$ cat src/rtl/cpu_clock_pkg.sv
`default_nettype none
// ============================================================================
// Module   : cpu_clock_pkg
// Purpose  : Shared types and constants for the CPU clock-enable controller.
//            clk_state_t is also the encoding driven on state_o.
// Revision : 1.0 - initial release
// ============================================================================
package cpu_clock_pkg;

    // 2'b11 is deliberately left unused; the FSM recovers from it to HALT.
    typedef enum logic [1:0] {
        HALT = 2'b00,
        RUN  = 2'b01,
        STEP = 2'b10
    } clk_state_t;

    // Depth of every input synchronizer.
    localparam int SYNC_STAGES = 2;

endpackage
`default_nettype wire

$ cat src/rtl/cpu_clock_ctrl_step_debouncer.sv
`default_nettype none
// ============================================================================
// Module   : step_debouncer
// Purpose  : Synchronizes the raw step push-button into clk_in, debounces it
//            and produces a one-cycle pulse on each debounced press.
// Ports    : clk_in    - system clock
//            reset     - asynchronous active-high reset
//            btn_raw   - bouncy, asynchronous button input
//            btn_level - debounced button level
//            btn_rise  - one-cycle pulse on the debounced 0->1 transition
// Revision : 1.0 - initial release
// ============================================================================
module step_debouncer
    import cpu_clock_pkg::*;
#(
    parameter int DEBOUNCE_CYCLES = 500_000
) (
    input  logic clk_in,
    input  logic reset,
    input  logic btn_raw,
    output logic btn_level,
    output logic btn_rise
);

    localparam int c_DB_CNT_W = (DEBOUNCE_CYCLES > 1) ? $clog2(DEBOUNCE_CYCLES) : 1;
    localparam logic [c_DB_CNT_W-1:0] c_DB_LAST = c_DB_CNT_W'(DEBOUNCE_CYCLES - 1);

    logic [SYNC_STAGES-1:0] r_sync;
    logic [c_DB_CNT_W-1:0]  r_cnt;
    logic                   r_level;
    logic                   r_level_d;
    logic                   w_btn_s;

    assign w_btn_s = r_sync[SYNC_STAGES-1];

    always_ff @(posedge clk_in or posedge reset) begin
        if (reset) begin
            r_sync    <= '0;
            r_cnt     <= '0;
            r_level   <= 1'b0;
            r_level_d <= 1'b0;
        end else begin
            r_sync    <= {r_sync[SYNC_STAGES-2:0], btn_raw};
            r_level_d <= r_level;
            // The counter measures how long the input has disagreed with the
            // debounced level; any agreeing sample restarts the measurement.
            if (w_btn_s == r_level) begin
                r_cnt <= '0;
            end else if (r_cnt == c_DB_LAST) begin
                r_level <= ~r_level;
                r_cnt   <= '0;
            end else begin
                r_cnt <= r_cnt + c_DB_CNT_W'(1);
            end
        end
    end

    assign btn_level = r_level;
    assign btn_rise  = r_level & ~r_level_d;

endmodule
`default_nettype wire

$ cat src/rtl/cpu_clock_ctrl.sv
`default_nettype none
// ============================================================================
// Module   : cpu_clock_ctrl
// Purpose  : Turns the slow-clock square wave (free-run) or a debounced step
//            button (single-step) into a one-cycle CPU enable in the clk_in
//            domain. The CPU is clocked by clk_in and advances on cpu_en.
// Ports    : clk_in    - system clock, all logic on its rising edge
//            reset     - asynchronous active-high reset
//            slow_clk  - slow-clock divider output (async)
//            step_btn  - raw step push-button (async, bouncy)
//            mode_run  - 1 = free-run, 0 = single-step (async)
//            halt_req  - halt request from the CPU (clk_in synchronous, level)
//            cpu_en    - one-cycle CPU enable
//            state_o   - current FSM state (HALT=00, RUN=01, STEP=10)
//            cycle_cnt - number of cpu_en pulses issued
// Options  : CPU_CYCLE_COUNTER_EN - when defined, cycle_cnt counts cpu_en
//            pulses (wrapping); otherwise cycle_cnt is tied to zero.
// Revision : 1.0 - initial release
// ============================================================================
module cpu_clock_ctrl
    import cpu_clock_pkg::*;
#(
    parameter int DEBOUNCE_CYCLES = 500_000,
    parameter int CNT_W           = 32
) (
    input  logic             clk_in,
    input  logic             reset,
    input  logic             slow_clk,
    input  logic             step_btn,
    input  logic             mode_run,
    input  logic             halt_req,
    output logic             cpu_en,
    output logic [1:0]       state_o,
    output logic [CNT_W-1:0] cycle_cnt
);

    // slow_clk pipe: SYNC_STAGES synchronizer flops plus one history flop
    // used for edge detection.
    logic [SYNC_STAGES:0]   r_slow_pipe;
    logic [SYNC_STAGES-1:0] r_mode_sync;
    clk_state_t             r_state;
    logic                   r_cpu_en;

    logic w_slow_rise;
    logic w_mode_run_s;
    logic w_btn_level;
    logic w_btn_rise;
    logic w_step_req;

    always_ff @(posedge clk_in or posedge reset) begin
        if (reset) begin
            r_slow_pipe <= '0;
            r_mode_sync <= '0;
        end else begin
            r_slow_pipe <= {r_slow_pipe[SYNC_STAGES-1:0], slow_clk};
            r_mode_sync <= {r_mode_sync[SYNC_STAGES-2:0], mode_run};
        end
    end

    assign w_slow_rise  = r_slow_pipe[SYNC_STAGES-1] & ~r_slow_pipe[SYNC_STAGES];
    assign w_mode_run_s = r_mode_sync[SYNC_STAGES-1];

    step_debouncer #(
        .DEBOUNCE_CYCLES (DEBOUNCE_CYCLES)
    ) u_step_debouncer (
        .clk_in    (clk_in),
        .reset     (reset),
        .btn_raw   (step_btn),
        .btn_level (w_btn_level),
        .btn_rise  (w_btn_rise)
    );

    // A debounced press is only valid while the debounced level is high.
    assign w_step_req = w_btn_rise & w_btn_level;

    // Halt beats mode changes, which beat pulse generation. The pulse decision
    // always uses the state held before this edge, and a pulse is never
    // issued right after another, which matters across a RUN<->STEP switch.
    always_ff @(posedge clk_in or posedge reset) begin
        if (reset) begin
            r_state  <= HALT;
            r_cpu_en <= 1'b0;
        end else begin
            r_cpu_en <= 1'b0;
            case (r_state)
                HALT: begin
                    // The press that leaves HALT is consumed without a pulse.
                    if (w_step_req && !halt_req) begin
                        r_state <= w_mode_run_s ? RUN : STEP;
                    end
                end
                RUN: begin
                    if (halt_req) begin
                        r_state <= HALT;
                    end else begin
                        r_cpu_en <= w_slow_rise & ~r_cpu_en;
                        if (!w_mode_run_s) begin
                            r_state <= STEP;
                        end
                    end
                end
                STEP: begin
                    if (halt_req) begin
                        r_state <= HALT;
                    end else begin
                        r_cpu_en <= w_step_req & ~r_cpu_en;
                        if (w_mode_run_s) begin
                            r_state <= RUN;
                        end
                    end
                end
                default: begin
                    r_state <= HALT;
                end
            endcase
        end
    end

    assign cpu_en  = r_cpu_en;
    assign state_o = r_state;

`ifdef CPU_CYCLE_COUNTER_EN
    logic [CNT_W-1:0] r_cycle_cnt;

    // cpu_en is never high while in HALT, so the count holds there.
    always_ff @(posedge clk_in or posedge reset) begin
        if (reset) begin
            r_cycle_cnt <= '0;
        end else if (r_cpu_en) begin
            r_cycle_cnt <= r_cycle_cnt + CNT_W'(1);
        end
    end

    assign cycle_cnt = r_cycle_cnt;
`else
    assign cycle_cnt = '0;
`endif

endmodule
`default_nettype wire

$ cat config.mk
export PLATFORM = sky130hd
export DESIGN_NAME = cpu_clock_ctrl
export DESIGN_NICKNAME = d
export VERILOG_FILES = /design/src/rtl/cpu_clock_pkg.sv /design/src/rtl/cpu_clock_ctrl_step_debouncer.sv /design/src/rtl/cpu_clock_ctrl.sv
export SDC_FILE = /design/constraint.sdc
export NUM_CORES = 1
export LEC_CHECK = 0
export ABC_AREA = 1
export BUFFER_PORTS_ARGS = -buffer_cell sky130_fd_sc_hd__buf_2
export CAP_MARGIN = 20
export CORE_MARGIN = 1
export CORE_UTILIZATION = 30
export CTS_BUF_LIST = sky130_fd_sc_hd__clkbuf_8
export CTS_CLUSTER_SIZE = 10
export DETAILED_ROUTE_END_ITERATION = 12
export HOLD_SLACK_MARGIN = 0.05
export PLACE_DENSITY = 0.6
export SLEW_MARGIN = 20
export SYNTH_ARGS = -nofsm -noshare
export SYNTH_HDL_FRONTEND = slang
export SYNTH_SLANG_ARGS = --single-unit
$ cat constraint.sdc
create_clock -name clk_in -period 3.8 [get_ports clk_in]
set_input_delay 0.76 -clock clk_in [delete_from_list [all_inputs] [get_ports clk_in]]
set_output_delay 0.76 -clock clk_in [all_outputs]
set_load 0.01 [all_outputs]
==> summary.md <==
| Metric | Value |
|---|---|
| Initial antenna violation count | `0` |
| Clk_lat worst skew | `around 0.28 ns` |
| Arr. time, crit path | `0.86 ns` |
| WL final | `about 3300 um` |
| Worst Path Max Fanout | `4` |
| DRT iter0 DRCs | `44` |
| Internal Pwr Total | `around 540 uW` |
| Crit path cell chain | `buf_2` |
| Residual overflow from global routing | `0` |
| Crit path largest cell delay | `0.42 ns` |
| Post-synth EDFFs | `0` |
| R2r startpoint | `u_step_debouncer.r_cnt[0]$_DFF_PP0_` |
| Slowest CP cell | `dfrtp_1` |
| Min-Delay Startpoint | `r_slow_pipe[0]$_DFF_PP0_` |
| Clk buf depth | `2` |
| Yosys top cell area share | `between 40% and 50%` |
| Worst R2R Path Depth | `8` |
| Worst EP required | `around 3.0 ns` |
| CTS Buf Count | `5` |
| Yosys top cell by area | `dfrtp_1` |
| Startpoint Class | `register` |
| Critical Path Start | `state_o[0]$_DFFE_PP0P_` |
| CP Capture Type | `output port` |
| CTS clk-pin slew, worst paths | `0.07 ns` |
| Die height | `approximately 82 um` |
| Diode count | `0` |
| Die width | `82.25 um` |
| DRC viols | `0` |
| Placed cells | `about 330` |
| Worst Hold Path Cells | `0` |
| Mean Syn Cell Area | `between 7 and 8 um^2` |
| Area of the mapped netlist | `roughly 0.0019 mm^2` |
| Hold path endpoint | `r_slow_pipe[1]$_DFF_PP0_` |
| Root Driver | `clkbuf_8` |
| Core Footprint | `approximately 0.0061 mm^2` |
| Buf+Inv Stages, Crit Path | `1` |
| GPL Wtd Cong | `0.8112` |
| Htree depth | `2` |
| Sw frac | `22.27%` |
| Setup TNS Final | `0 ns` |
| Pwr Density | `approximately 340 mW/mm^2` |
| Vias per cell | `a little over 4` |
| Max-cap violations | `0` |
| CTS tree | `done` |
| Setup violations, final | `0` |
| Post-CTS setup buffers | `0` |
| R2r setup slk | `2.38 ns` |
| Max Freq | `roughly 620 MHz` |
| Sw Pwr | `roughly 150 uW` |
| Reg2reg end | `u_step_debouncer.r_cnt[16]$_DFF_PP0_` |
| Post-synthesis async set-or-reset flop share | `between 90% and 100%` |
| Largest cells by area after synthesis | `dfrtp_1, buf_4, nor2_1, nand2_1, inv_1` |
| Fin cells | `about 340` |
| Mapped Cells | `250` |
| Share of layout cells above drive strength 1 | `13.91%` |
| Minimum clock period | `1.616 ns` |
| Port bufs | `8` |
| Min-Delay Path Class | `register to register` |
| Main synth FF type | `dfrtp_1` |
| Total Routing Usage GR | `11.41%` |
| YS warnings | `0` |
| Die area | `approximately 0.0068 mm^2` |
| Count leader, synth | `nor2_1` |
| Peak VDD IR | `between 0.2 and 0.3 mV` |
| Flops & latches, synth | `31` |
| Final-report hold violation count | `0` |
| First-pass iteration count of the detailed router | `4` |
| Area grow syn2layout | `6.736%` |
| Nets@finish | `276` |
| Synth unique cells | `25` |
| Synth cell count leaders | `nor2_1, nand2_1, inv_1` |
| RSZ-0062 raised after global routing | `false` |
| Clk_skew | `approximately 0.0038 ns` |
| Status | `completed` |
| Sink Count | `31` |
| Site Rows | `28` |
| Lkg Pwr | `roughly 0.99 nW` |
| DPL Wire Length | `roughly 2500 um` |
| Reg power frac | `between 40% and 50%` |
| Via count | `approximately 1,400` |
| Resized cells post-CTS | `0` |
| Antenna-violating nets left | `0` |
| Final worst-path cycle share | `a little over two fifths` |
| Initial Util | `31.87%` |
| Vias in the first global route | `between 1,000 and 1,500` |
| Largest delay contributor family on the critical path | `flip-flops` |
| Combinational Power Share | `about 5.2%` |
| Global-route wire length before repair | `5706 um` |
| Slew Limit Fails | `0` |
| Largest net degree at the start of global routing | `32` |
| Hold buffers post-CTS | `0` |
| WL/cell | `around 9.5 um` |
| Crit path depth | `1` |
| Crit path kind | `register to output port` |
| I/O Pins | `just over 40` |
| Seq/Total Area, Yosys | `around two fifths` |
| Clock share of power | `~46%` |
## state kept, by name, indices dropped and copies added, names as in the netlist
| register | count |
|---|---|
| u_step_debouncer.r_level_d | 1 |
| r_slow_pipe | 3 |
| r_mode_sync | 2 |
| u_step_debouncer.btn_level | 1 |
| u_step_debouncer.r_sync | 2 |
| state_o | 2 |
| cpu_en | 1 |
| u_step_debouncer.r_cnt | 19 |
## layout make-up
type | instances | area (um^2)
fill | 647 | 3999
inverter | 36 | 135.1
tap | 75 | 93.84
clock buffer | 5 | 68.82
clock inverter | 3 | 43.79
sequential | 31 | 775.7
timing repair buffer | 9 | 47.55
multi-input combinational | 182 | 897.1
## power groups by stage
stage                     sequential [mW]  combinational [mW]  clock (mW)
after floorplan                     0.346              0.0526           0
final                               0.340              0.0357       0.316
after global routing                0.341              0.0430       0.339
after CTS                           0.341              0.0363       0.326
after global placement              0.346              0.0358           0
after detailed placement            0.346              0.0357           0
## logic make-up after synthesis
family,share of synthesized area (%)
compound gates,3.692
buf+inv,19.43
flops,40.16
simple gates,28.82
fa+ha+maj,3.238
xor+xnor,4.469
other cells,0.1941
## through the flow
| step | worst slack (ns) | util, % | area, um^2 | hold WS, ns | power (mW) |
|---|---|---|---|---|---|
| final | 2.184 | 34.02 | 2062 | 0.3507 | 0.6919 |
| after global routing | 2.140 | 34.02 | 2062 | 0.3583 | 0.7233 |
| after CTS | 2.171 | 34.02 | 2062 | 0.3556 | 0.7023 |
| after detailed placement | 2.165 | 32.16 | 1949 | 0.3403 | 0.3821 |
| after global placement | 2.267 | 32.16 | 1949 | 0.3341 | 0.3821 |
| after floorplan | 2.378 | - | 2048 | 0.3312 | 0.3982 |
## metal layers
metal,GRT usage [%],vias up,share of wire [%]
li1,-,729,-
met1,14.73,627,48
met2,18.02,33,47
met3,2.967,5,3.5
met4,4.737,0,1.5
met5,0,-,0
## worst max path at each step
stage,slack (ns),end
floorplan,2.38,cpu_en$_DFF_PP0_
global placement,2.27,state_o[1]$_DFFE_PP0P_
detailed placement,2.17,state_o[0]$_DFFE_PP0P_
CTS,2.17,state_o[0]
global route,2.14,state_o[0]
finish,2.18,state_o[0]
## cell usage in the layout (no fill, tap or decap)
master     synthesis  final
nor2_1            47     47
nand2_1           37     37
inv_1             33     33
conb_1             1     32
dfrtp_1           31     31
nand3_1           17     17
buf_2              0      8
nor2_2             6      6
o21ai_0            6      6
nand2_2            5      5
xor2_1             5      5
ha_1               5      5
clkbuf_8           0      5
a21oi_1            4      4
nor2_4             3      3
inv_2              3      3
o21ai_1            3      3
xnor2_1            3      3
nand4_1            2      2
nand2_4            1      1
nand3_2            1      1
xor2_2             1      1
nor3_1             1      1
nor3b_1            1      1
nand3b_1           1      1
o22ai_1            1      1
clkinv_2           0      1
bufinv_16          0      1
clkinv_4           0      1
buf_4             32      1
Note: power is estimated with default switching activity, not from simulation.
